--- src/rtl/cpu_run_pkg.sv ---
// cpu_run_pkg -- shared definitions for the CPU run controller.
//   Command encodings carried on i_cmd, FSM state encoding, and a helper
//   that sizes breakpoint index fields (never narrower than one bit).
package cpu_run_pkg;

    typedef logic [1:0] cpu_cmd_t;

    localparam cpu_cmd_t CMD_HALT     = 2'd0;
    localparam cpu_cmd_t CMD_STEP     = 2'd1;
    localparam cpu_cmd_t CMD_RUN_N    = 2'd2;
    localparam cpu_cmd_t CMD_RUN_FREE = 2'd3;

    localparam logic [0:0] ST_IDLE = 1'b0;
    localparam logic [0:0] ST_RUN  = 1'b1;

    function automatic int bp_idx_width(input int n);
        return (n > 1) ? $clog2(n) : 1;
    endfunction

endpackage

--- src/rtl/cpu_breakpoint_match.sv ---
// cpu_breakpoint_match -- breakpoint slot storage and priority address match.
//   i_clk, i_reset      : clock, synchronous active-high reset (clears all slots)
//   i_wr_en/i_wr_index/i_wr_addr/i_wr_enable : slot write; out-of-range index dropped
//   i_cpu_address       : address compared against every enabled slot
//   hit, index          : any enabled slot matches; lowest matching slot number
// The match is combinational from the stored slots, so a write is visible
// on the cycle after i_wr_en.
module cpu_breakpoint_match
    import cpu_run_pkg::*;
#(
    parameter int ADDR_WIDTH      = 16,
    parameter int NUM_BREAKPOINTS = 4,
    localparam int IDX_W          = bp_idx_width(NUM_BREAKPOINTS)
) (
    input  logic                  i_clk,
    input  logic                  i_reset,
    input  logic                  i_wr_en,
    input  logic [IDX_W-1:0]      i_wr_index,
    input  logic [ADDR_WIDTH-1:0] i_wr_addr,
    input  logic                  i_wr_enable,
    input  logic [ADDR_WIDTH-1:0] i_cpu_address,
    output logic                  hit,
    output logic [IDX_W-1:0]      index
);

    logic [NUM_BREAKPOINTS-1:0][ADDR_WIDTH-1:0] slot_addr;
    logic [NUM_BREAKPOINTS-1:0]                 slot_en;

    always_ff @(posedge i_clk) begin
        if (i_reset) begin
            slot_addr <= '0;
            slot_en   <= '0;
        end else if (i_wr_en) begin
            for (int i = 0; i < NUM_BREAKPOINTS; i++) begin
                if (int'(i_wr_index) == i) begin
                    slot_addr[i] <= i_wr_addr;
                    slot_en[i]   <= i_wr_enable;
                end
            end
        end
    end

    // Scan from the top down so the lowest matching slot is the last writer.
    always_comb begin
        hit   = 1'b0;
        index = '0;
        for (int i = NUM_BREAKPOINTS - 1; i >= 0; i--) begin
            if (slot_en[i] && (slot_addr[i] == i_cpu_address)) begin
                hit   = 1'b1;
                index = IDX_W'(i);
            end
        end
    end

endmodule

--- src/rtl/cpu_run_controller.sv ---
// cpu_run_controller -- paces a CPU by issuing clock-enable pulses on a
// prescaled tick, under HALT / STEP / RUN_N / RUN_FREE commands.
//   i_clk, i_reset                 : clock, synchronous active-high reset
//   i_cmd_valid, i_cmd, i_cmd_count: command strobe, opcode, RUN_N count
//   i_bp_wr_en/index/addr/enable   : breakpoint slot write
//   i_cpu_address, i_cpu_sync      : CPU bus state for breakpoint matching
//   o_cpu_clk_en                   : one-cycle CPU clock enable (combinational)
//   o_busy                         : running
//   o_done, o_cmd_error            : one-cycle pulses (end of command, rejected command)
//   o_bp_hit, o_bp_index           : breakpoint stop flag and slot, held until next command
//   o_cycles                       : enables issued for the current command (wraps)
// Build option: CPU_RUN_BREAKPOINTS_EN enables breakpoint storage and stops;
// without it the breakpoint inputs are ignored and o_bp_hit/o_bp_index stay 0.
module cpu_run_controller
    import cpu_run_pkg::*;
#(
    parameter int ADDR_WIDTH      = 16,
    parameter int NUM_BREAKPOINTS = 4,
    parameter int COUNT_WIDTH     = 16,
    parameter int CLK_DIV         = 20,
    localparam int IDX_W          = bp_idx_width(NUM_BREAKPOINTS)
) (
    input  logic                   i_clk,
    input  logic                   i_reset,
    input  logic                   i_cmd_valid,
    input  logic [1:0]             i_cmd,
    input  logic [COUNT_WIDTH-1:0] i_cmd_count,
    input  logic                   i_bp_wr_en,
    input  logic [IDX_W-1:0]       i_bp_index,
    input  logic [ADDR_WIDTH-1:0]  i_bp_addr,
    input  logic                   i_bp_enable,
    input  logic [ADDR_WIDTH-1:0]  i_cpu_address,
    input  logic                   i_cpu_sync,
    output logic                   o_cpu_clk_en,
    output logic                   o_busy,
    output logic                   o_done,
    output logic                   o_cmd_error,
    output logic                   o_bp_hit,
    output logic [IDX_W-1:0]       o_bp_index,
    output logic [COUNT_WIDTH-1:0] o_cycles
);

    localparam int PS_W = (CLK_DIV > 1) ? $clog2(CLK_DIV) : 1;

    // ---------------- prescaler ----------------
    logic [PS_W-1:0] prescaler;
    logic            tick;

    assign tick = (prescaler == PS_W'(CLK_DIV - 1));

    always_ff @(posedge i_clk) begin
        if (i_reset)   prescaler <= '0;
        else if (tick) prescaler <= '0;
        else           prescaler <= prescaler + 1'b1;
    end

    // ---------------- breakpoint match ----------------
    logic             bp_match;
    logic [IDX_W-1:0] bp_match_idx;

`ifdef CPU_RUN_BREAKPOINTS_EN
    logic bp_addr_hit;

    cpu_breakpoint_match #(
        .ADDR_WIDTH      (ADDR_WIDTH),
        .NUM_BREAKPOINTS (NUM_BREAKPOINTS)
    ) u_bp (
        .i_clk         (i_clk),
        .i_reset       (i_reset),
        .i_wr_en       (i_bp_wr_en),
        .i_wr_index    (i_bp_index),
        .i_wr_addr     (i_bp_addr),
        .i_wr_enable   (i_bp_enable),
        .i_cpu_address (i_cpu_address),
        .hit           (bp_addr_hit),
        .index         (bp_match_idx)
    );

    // Only an instruction fetch (sync) counts as reaching the breakpoint.
    assign bp_match = bp_addr_hit & i_cpu_sync;
`else
    logic unused_bp;

    assign unused_bp    = ^{i_bp_wr_en, i_bp_index, i_bp_addr, i_bp_enable,
                            i_cpu_address, i_cpu_sync};
    assign bp_match     = 1'b0;
    assign bp_match_idx = '0;
`endif

    // ---------------- run FSM ----------------
    logic [0:0]             state;
    logic [COUNT_WIDTH-1:0] remaining;
    logic                   free_run;
    logic                   first_tick;   // no enable issued yet for this command
    logic                   cmd_halt;
    logic                   cmd_other;
    logic                   bp_stop;
    logic                   issue_en;

    assign o_busy    = (state == ST_RUN);
    assign cmd_halt  = i_cmd_valid && (i_cmd == CMD_HALT);
    assign cmd_other = i_cmd_valid && (i_cmd != CMD_HALT);

    // The first tick of a command skips breakpoints so a STEP can move the
    // CPU off the address it stopped on. HALT outranks both.
    assign bp_stop      = o_busy && tick && !first_tick && bp_match && !cmd_halt;
    assign issue_en     = o_busy && tick && !cmd_halt && !bp_stop;
    assign o_cpu_clk_en = issue_en && !i_reset;

    always_ff @(posedge i_clk) begin
        if (i_reset) begin
            state       <= ST_IDLE;
            remaining   <= '0;
            free_run    <= 1'b0;
            first_tick  <= 1'b0;
            o_cycles    <= '0;
            o_done      <= 1'b0;
            o_cmd_error <= 1'b0;
            o_bp_hit    <= 1'b0;
            o_bp_index  <= '0;
        end else begin
            o_done      <= 1'b0;
            o_cmd_error <= 1'b0;
            if (state == ST_IDLE) begin
                if (cmd_other) begin
                    o_cycles   <= '0;
                    o_bp_hit   <= 1'b0;
                    o_bp_index <= '0;
                    first_tick <= 1'b1;
                    free_run   <= 1'b0;
                    case (i_cmd)
                        CMD_STEP: begin
                            remaining <= COUNT_WIDTH'(1);
                            state     <= ST_RUN;
                        end
                        CMD_RUN_N: begin
                            // A zero-length run finishes immediately without running.
                            if (i_cmd_count == '0) begin
                                o_done <= 1'b1;
                            end else begin
                                remaining <= i_cmd_count;
                                state     <= ST_RUN;
                            end
                        end
                        default: begin
                            remaining <= '0;
                            free_run  <= 1'b1;
                            state     <= ST_RUN;
                        end
                    endcase
                end
            end else begin
                if (cmd_other) o_cmd_error <= 1'b1;

                if (cmd_halt) begin
                    state     <= ST_IDLE;
                    free_run  <= 1'b0;
                    remaining <= '0;
                    o_done    <= 1'b1;
                end else if (bp_stop) begin
                    state      <= ST_IDLE;
                    free_run   <= 1'b0;
                    remaining  <= '0;
                    o_done     <= 1'b1;
                    o_bp_hit   <= 1'b1;
                    o_bp_index <= bp_match_idx;
                end else if (issue_en) begin
                    o_cycles   <= o_cycles + 1'b1;
                    first_tick <= 1'b0;
                    if (!free_run) begin
                        remaining <= remaining - 1'b1;
                        if (remaining == COUNT_WIDTH'(1)) begin
                            state  <= ST_IDLE;
                            o_done <= 1'b1;
                        end
                    end
                end
            end
        end
    end

endmodule
--- config.mk ---
export PLATFORM = sky130hd
export DESIGN_NAME = cpu_run_controller
export DESIGN_NICKNAME = d
export VERILOG_FILES = /design/src/rtl/cpu_run_pkg.sv /design/src/rtl/cpu_breakpoint_match.sv /design/src/rtl/cpu_run_controller.sv
export SDC_FILE = /design/constraint.sdc
export NUM_CORES = 1
export LEC_CHECK = 0
export ABC_AREA = 1
export ABC_CLOCK_PERIOD_IN_PS = 2470
export CAP_MARGIN = 30
export CORE_ASPECT_RATIO = 1.2
export CORE_MARGIN = 10
export CORE_UTILIZATION = 40
export CTS_CLUSTER_DIAMETER = 150
export DETAILED_ROUTE_END_ITERATION = 16
export DONT_BUFFER_PORTS = 1
export HOLD_SLACK_MARGIN = 0.15
export SYNTH_ARGS = -nofsm -noshare
export SYNTH_HDL_FRONTEND = slang
export SYNTH_SLANG_ARGS = --single-unit
--- constraint.sdc ---
create_clock -name i_clk -period 2.47 [get_ports i_clk]
set_input_delay 0.6175 -clock i_clk [delete_from_list [all_inputs] [get_ports i_clk]]
set_output_delay 0.6175 -clock i_clk [all_outputs]
set_load 0.005 [all_outputs]
# [After elaboration in Yosys (flattened, before gate mapping)]
# Index checks and enable logic that the tools add are counted.
[classes] addsub=3 n_eq_ne=10 muxes=32 bitwise=1 n_reduce_logical=17
[op_table] operator="2-to-1 mux 16 bit" count=10
[op_table] operator="one-hot mux 16 bit (2 select lines)" count=1
[op_table] operator="2-to-1 mux 1 bit" count=21
[op_table] operator="adder 16 x 1 -> 16 bit, second input constant" count=1
[op_table] operator="equality test 16 x 1 -> 1 bit, second input constant" count=1
[op_table] operator="logical NOT 16 bit" count=1
[op_table] operator="subtractor 16 x 1 -> 16 bit, second input constant" count=1
[op_table] operator="OR reduction 2 bit" count=3
[op_table] operator="adder 5 x 1 -> 5 bit, second input constant" count=1
[op_table] operator="equality test 5 bit, second input constant" count=1
[op_table] operator="logical AND 1 bit" count=5
[op_table] operator="!= test 2 x 1 -> 1 bit, second input constant" count=2
[op_table] operator="AND reduction 4 bit" count=1
[op_table] operator="nonzero test 2 bit" count=2
[op_table] operator="!= test 3 x 1 -> 1 bit, second input constant" count=1
[op_table] operator="!= test 3 x 2 -> 1 bit, second input constant" count=1
[op_table] operator="!= test 3 bit, second input constant" count=1
[op_table] operator="AND reduction 3 bit" count=1
[op_table] operator="equality test 2 x 1 -> 1 bit, second input constant" count=1
[op_table] operator="equality test 2 bit, second input constant" count=1
[op_table] operator="logical NOT 1 bit" count=2
[op_table] operator="logical NOT 2 bit" count=1
[op_table] operator="!= test 2 bit, second input constant" count=1
[op_table] operator="AND reduction 2 bit" count=1
[op_table] operator="NOT 1 bit" count=1
[word_totals] reg_bits=41 output_inout_bits=23 wordCells=70

# [Depth between registers and ports, before layout]
# Gate-level depths: netlist (run 1).
[depth] depth_word=7 mapped_depth=12 ltp_nobuf=11

# [Worst setup path after synthesis (run 1)]
# OpenSTA, ideal clock, no wires.
[synth_path] path_type="input -> output" from="input port i_cmd[0]" to="output port o_cpu_clk_en" arrival_time_ns=1.327 t_required_ns=1.852 slack_ns=0.526 stages=7 path_buffers=0 cell_sequence="inv_1 ha_1 nand2_1 nand2_2 inv_2 nand2_2 nor2_1"
[synth_via] elab_chain_len=5
[synth_lines] element="from (decl)" line_no="cpu_run_controller.sv:26" text="input logic [1:0] i_cmd,"
[synth_lines] element="logical NOT 2 bit" line_no="cpu_run_controller.sv:101" text="assign cmd_halt = i_cmd_valid && (i_cmd == CMD_HALT);"
[synth_lines] element="logical AND 1 bit" line_no="cpu_run_controller.sv:101"
[synth_lines] element="logical NOT 1 bit" line_no="cpu_run_controller.sv:107" text="assign issue_en = o_busy && tick && !cmd_halt && !bp_stop;"
[synth_lines] element="logical AND 1 bit" line_no="cpu_run_controller.sv:107"
[synth_lines] element="logical AND 1 bit" line_no="cpu_run_controller.sv:108" text="assign o_cpu_clk_en = issue_en && !i_reset;"
[synth_lines] element="to (decl)" line_no="cpu_run_controller.sv:34" text="output logic o_cpu_clk_en,"
# Every way passes these cells.

# [Worst setup path in the final report (run 1)]
[layout_path] from="register prescaler[0]" to="output port o_cpu_clk_en"
[layout_via] elab_chain_len=4
[layout_lines] element="from (decl)" line_no="cpu_run_controller.sv:46" text="logic [PS_W-1:0] prescaler;"
[layout_lines] element="from (signal assigned)" line_no="cpu_run_controller.sv:54" text="else prescaler <= prescaler + 1'b1;"
[layout_lines] element="equality test 5 bit" line_no="cpu_run_controller.sv:49" text="assign tick = (prescaler == PS_W'(CLK_DIV - 1));"
[layout_lines] element="logical AND 1 bit (2 in series)" line_no="cpu_run_controller.sv:107"
[layout_lines] element="logical AND 1 bit" line_no="cpu_run_controller.sv:108"
# Every way passes these cells.

==> results.md, run 1 <==
* Status: finished clean
* Seq/Total Area, Yosys at 0.309
* Diode count at 0
* Synthesized area at 2650 um^2
* Synth Area in Simple Gates at 0.463
* Kind of critical path: flop to primary output
* Starting Density at 0.411
* Clk_skew at 6.51 ps
* Post-synthesis mux area share at 0
* Register area at 821 um^2
* Vias at 2,644
* Setup repair bufs after CTS at 0
* Footprint of the multi-input gates at 1540 um^2
* Hold Vio Cnt, Final at 0
* Tcrit/Tclk final at 0.846
* Final estimated routing congestion in global placement at 0.855
* HP Class: input port to flop
* Setup ws final at 381 ps
* Layout cells sized above 1 at 0.0692
* Clock Tree Root: clkbuf_8
* Largest family of logic cells by synthesized area: simple AND/OR/NAND/NOR gates
* Nets at 512
* Clock Path Buffers at 2
* Chip height at 109 um
* Most frequent cell after synthesis: nand2_1
* Post-DRT Antenna Nets at 0
* R2r setup slk at 660 ps
* Crit path from: prescaler[0]
* CTS Buf Count at 5
* Largest net degree at the start of global routing at 29
* CP required at approximately 1900 ps
* CP arrival at 1470 ps
* Async SR Flop Fraction at 0
* Io pins at about 80
* Global-route wire length before repair at 11,700 um
* R2R Path End: remaining[15]
* Synth Area in Compound Gates at 0.0736
* Routed WL at about 7000 um
* Total grt overflow at 0
* Tmin final at 2090 ps
* CTS sink count at 41
* PD cells at 597 nW/um^2
* Post-synth top area cell: dfxtp_1
* Share of the synthesized area in the top cell type at 0.309
* Die X at 94.3 um
* Synth area leaders: dfxtp_1 (31%), nand2_1 (18%), nor2_1 (13%), inv_1 (7.6%), nand3_1 (5.8%)
* Worst skew pair latency at 300 ps
* Synth Area in XOR/XNOR at 0.00660
* Vias in the first global route at ~2.5k
* Fin Setup TNS at 0 ps
* Rows at 32
* Clock transition at path regs at 80 ps
* Synth cell count leaders: nand2_1 (128), nor2_1 (92), inv_1 (54)
* Area Overhead vs Synth at 6.84%
* Hold-fix buffers at CTS at 0
* Critical Path End Type: primary output
* Die area at 10,300 um^2
* Final Total Pwr at 1.69 mW
* PortBufs at 0
* Core Area at 6450 um^2
* H-tree depth at 2
* Post-synthesis cell type count at 30
* TritonCTS clock tree: done
* F_max at 0.479 GHz
* Pre-CTS setup slack at 392 ps
* Most used flip-flop cell after synthesis: dfxtp_1
* Placed instance area at 2710 um^2
* Final instance area at 2830 um^2
* Number of remaining DRC errors at 0
* Worst-path fanout max at 4
* Hold path startpoint: i_reset
* Synth Area in Adders at 0.0330
* Final setup vio count at 0
* Hold path endpoint: o_cycles[14]
* Routed len/inst at 13.2 um
* CP startpoint kind: flop
* Synth Register Bits at 41
* R2R depth at 6
* Hold path depth at 1
* Post-DP HPWL at 5430 um
* Max cap viols at 0
* Initial DRC count at ~80
* Reg2reg start: prescaler[0]
* Worst vdd ir at around 0.26 mV
* Pins Over Slew Limit at 0
* Via density per instance at 4.96
* Final core occ at 0.440
* Number of flops mapped to enable cells by yosys at 0
* Filler Cells Inserted at 699
* Gr usage total at 0.140
* Leak at 1.34 nW
* Initial DRT Pass Iterations at 4
* Syn Area/Cell at approximately 5.9 um^2
* Unrepaired setup endpoints after global routing: false
* Gates resized, CTS repair at 0
* Gate count of the mapped netlist at 446
* Yosys warnings at 0
* Initial antenna violation count at 0
[worst max path at each step]
stage	endpoint	slack, ps	cells after the start
floorplan	o_cpu_clk_en	530	7
global placement	o_cpu_clk_en	390	7
detailed placement	o_cpu_clk_en	390	7
CTS	o_cpu_clk_en	370	5
global route	o_cpu_clk_en	270	5
finish	o_cpu_clk_en	380	5
[flip-flops by register name (all words and copies together), names as in the netlist]
| name | flops |
|---|---|
| o_cmd_error | 1 |
| free_run | 1 |
| o_done | 1 |
| prescaler | 5 |
| o_cycles | 16 |
| o_busy | 1 |
| remaining | 16 |
[cells in the final DEF, fill, tap and decap left out]
cell,netlist,layout
bufinv_16,0,1
nor2_2,7,7
clkinv_1,1,1
inv_1,54,54
o21bai_1,1,1
clkinvlp_4,0,1
clkbuf_8,0,6
ha_1,7,7
nand3_1,31,31
o21ai_2,1,1
nand4_2,1,1
inv_2,5,5
or2_2,1,1
buf_4,4,3
dfxtp_1,41,41
o211a_1,1,1
o22ai_1,1,1
a22oi_1,1,1
nand2_2,2,2
a21oi_1,17,17
nand2_1,128,128
nand3_4,1,1
nand3_2,1,1
nor2_1,92,92
o21ai_0,14,14
nor3_1,9,9
nand2_4,1,1
nand4_1,14,14
xor2_1,2,2
conb_1,1,3
[critical path: stages, from the launching register on]
cell and delay (ps):
dfxtp_1 360, ha_1 220, nand2_1 90, nor3_1 230, nand2_2 130, nor2_1 150
[metal layers]
metal	up-vias	track usage	part of all wire
li1	1394	-	-
met5	-	0	0
met1	1177	0.153	0.39
met4	0	0.0359	0.014
met3	7	0.0536	0.092
met2	66	0.246	0.50
[power by group]
part	internal [mW]	switching (mW)
Sequential	0.699	0.0374
Combinational	0.119	0.259
Clock	0.329	0.248
Total	1.15	0.544
[kinds of logic (layout without fill, tap and decap cells)]
group / count (synthesis) / after routing
and+or+nand+nor: 288 / 288
buffers and inverters: 71 / 71
DFF: 41 / 41
AOI/OAI and AO/OA: 36 / 36
adders and majority gates: 7 / 7
xor gates and xnor gates: 2 / 2
other: 1 / 3
[stage by stage]
stage / hold slack (ps) / instances
after floorplan: 418 / 448
after global placement: 432 / 525
after detailed placement: 434 / 525
after CTS: 371 / 533
after global routing: 361 / 533
final: 378 / 533
[area by class of cell]
| cell class | count | share of cell area |
|---|---|---|
| multi-input combinational | 336 | 0.543 |
| sequential | 41 | 0.290 |
| inverter | 60 | 0.0795 |
| tap | 85 | 0.0375 |
| clock buffer | 6 | 0.0291 |
| clock inverter | 2 | 0.0132 |
| timing repair buffer | 3 | 0.00795 |
No activity file was read; power rests on OpenSTA's default activity.
==> run 2, diff against run 1 <==
--- a/config.mk
+++ b/config.mk
@@ -6,7 +6,7 @@
 export NUM_CORES = 1
 export LEC_CHECK = 0
 export ABC_AREA = 1
-export ABC_CLOCK_PERIOD_IN_PS = 2470
+export ABC_CLOCK_PERIOD_IN_PS = 1800
 export CAP_MARGIN = 30
 export CORE_ASPECT_RATIO = 1.2
 export CORE_MARGIN = 10
==> constraint.sdc (replaced) <==
create_clock -name i_clk -period 1.8 [get_ports i_clk]
set_input_delay 0.45 -clock i_clk [delete_from_list [all_inputs] [get_ports i_clk]]
set_output_delay 0.45 -clock i_clk [all_outputs]
set_load 0.005 [all_outputs]
==> run 2 against run 1 <==
Compared with the run above: non-clock buffer count rose by 11; setup slack got worse by 270 ps; register-to-register slack got worse by 450 ps; utilization rose by 2.0 points; wire length rose by 0.71%; critical path depth did not move; clock skew fell by 1.8 ps; power rose by 39%; hold slack got worse by 170 ps; sequential power rose by 37%; critical endpoint unchanged; largest power group unchanged.
==> results.md, run 2 (synthesis gave the netlist of run 1 again) <==
* Status: finished clean
* Max cap viols at 0
* TritonCTS clock tree: done
* Total grt overflow at 0
* Chip height at 109 um
* Worst-path fanout max at 3
* Hold path startpoint: i_reset
* Final Total Pwr at 2.35 mW
* Initial DRC count at 77
* Post-DP HPWL at 5440 um
* Area Overhead vs Synth at 11.7%
* Routed WL at just over 7000 um
* F_max at slightly below 0.6 GHz
* Critical Path End Type: primary output
* Final estimated routing congestion in global placement at 0.853
* Die X at around 94 um
* HP Class: input port to flop
* CTS sink count at 41
* CP required at 1350 ps
* Leak at 1.40 nW
* Worst vdd ir at 0.360 mV
* Vias in the first global route at ~2.6k
* Reg2reg start: prescaler[0]
* CP startpoint kind: flop
* Vias at roughly 2.7k
* Number of remaining DRC errors at 0
* Fin Setup TNS at 0 ps
* CTS Buf Count at 5
* Sequential share of power at 0.429
* Tcrit/Tclk final at 0.939
* Starting Density at 0.411
* PortBufs at 0
* Most frequent cells in the layout: nand2_1 (127), nor2_1 (91), inv_1 (54), dfxtp_1 (39), nand3_1 (31)
* PD cells at 794 nW/um^2
* Nets at 523
* Crit path from: prescaler[0]
* Psw at between 700 and 800 uW
* Die area at 10,300 um^2
* H-tree depth at 2
* Post-DRT Antenna Nets at 0
* Initial antenna violation count at 0
* Tmin final at ~1700 ps
* Initial DRT Pass Iterations at 4
* Global-route wire length before repair at between 10,000 and 15,000 um
* Io pins at 81
* Clk_skew at roughly 4.8 ps
* Comb power frac at 0.233
* Rows at 32
* Kind of critical path: flop to primary output
* Pins Over Slew Limit at 0
* Final core occ at 0.460
* Routed len/inst at 13.0 um
* Hold Vio Cnt, Final at 0
* Clock Tree Root: clkbuf_8
* Commonest non-fill, non-tap cell in the layout: nand2_1
* Layout cells sized above 1 at 0.105
* Gr usage total at 0.145
* Final setup vio count at 0
* Core Area at 6450 um^2
* Clock Path Buffers at 2
* Worst skew pair latency at 300 ps
* Unrepaired setup endpoints after global routing: false
* Clock transition at path regs at around 80 ps
* Cell Int Power at about 1.6 mW
* Biggest regs: o_cycles: 16 flops, remaining: 16 flops, prescaler: 5 flops
* Clock power share at 0.338
* Diode count at 0
* Largest net degree at the start of global routing at 29
* Via density per instance at slightly below 5
* CP arrival at 1240 ps
* Sw frac at 0.319
-- run 2: cell count changes in the layout (fill, tap and decap cells not counted), sizes merged --
cell	previous run	this run
buf	3	14
-- run 2: layout make-up --
class	instances	area (um^2)
inverter	60	225
tap	85	106
clock inverter	2	37.5
sequential	41	823
multi-input combinational	336	1560
clock buffer	6	82.6
fill	722	3480
timing repair buffer	14	130
-- run 2: worst max-delay path, stage by stage (launching register included) --
cell and delay (ps):
dfxtp_2 350, ha_2 190, nand2_2 80, nor3_4 140
nand2_2 90, nor2_2 100
-- run 2: worst paths after layout --
check	end	slack (ps)	cells past startpoint
hold / removal	o_cycles[14]	210	1
hold reg to reg	prescaler[0]	420	1
setup / recovery	o_cpu_clk_en	110	5
setup reg to reg	o_cycles[10]	210	9
-- run 2: metrics by stage --
step | area, um^2 | worst slack [ps] | hold WS, ps | instances
5_1_grt | 2960 | 7.79 | 185 | 544
6_report | 2960 | 110 | 209 | 544
2_1_floorplan | 2660 | 176 | 418 | 448
3_3_place_gp | 2800 | 44.8 | 432 | 533
4_1_cts | 2950 | 13.7 | 194 | 544
3_5_place_dp | 2800 | 60.9 | 438 | 533
-- run 2: layer usage --
layer	up-vias	routed length [um]	track usage	share of wire
li1	1414	-	-	-
met4	0	104	0.0543	0.015
met3	6	532	0.0516	0.075
met5	-	0	0	0
met2	41	3470	0.250	0.49
met1	1192	2960	0.160	0.42
-- run 2: power groups by stage --
stage	Combinational (mW)	Sequential [mW]	Clock (mW)
after floorplan	0.425	1.02	0
after global placement	0.538	1.03	0
after detailed placement	0.543	1.03	0
after CTS	0.549	1.01	0.828
after global routing	0.648	1.02	0.861
final	0.548	1.01	0.795
-- run 2: timing repair --
item                                    in CTS  in global routing
hold buffers                                 0                  0
pin swaps                                    3                  1
resized for setup                            4                  3
buffers inserted                             3                  0
endpoints found under the setup margin       1                 10
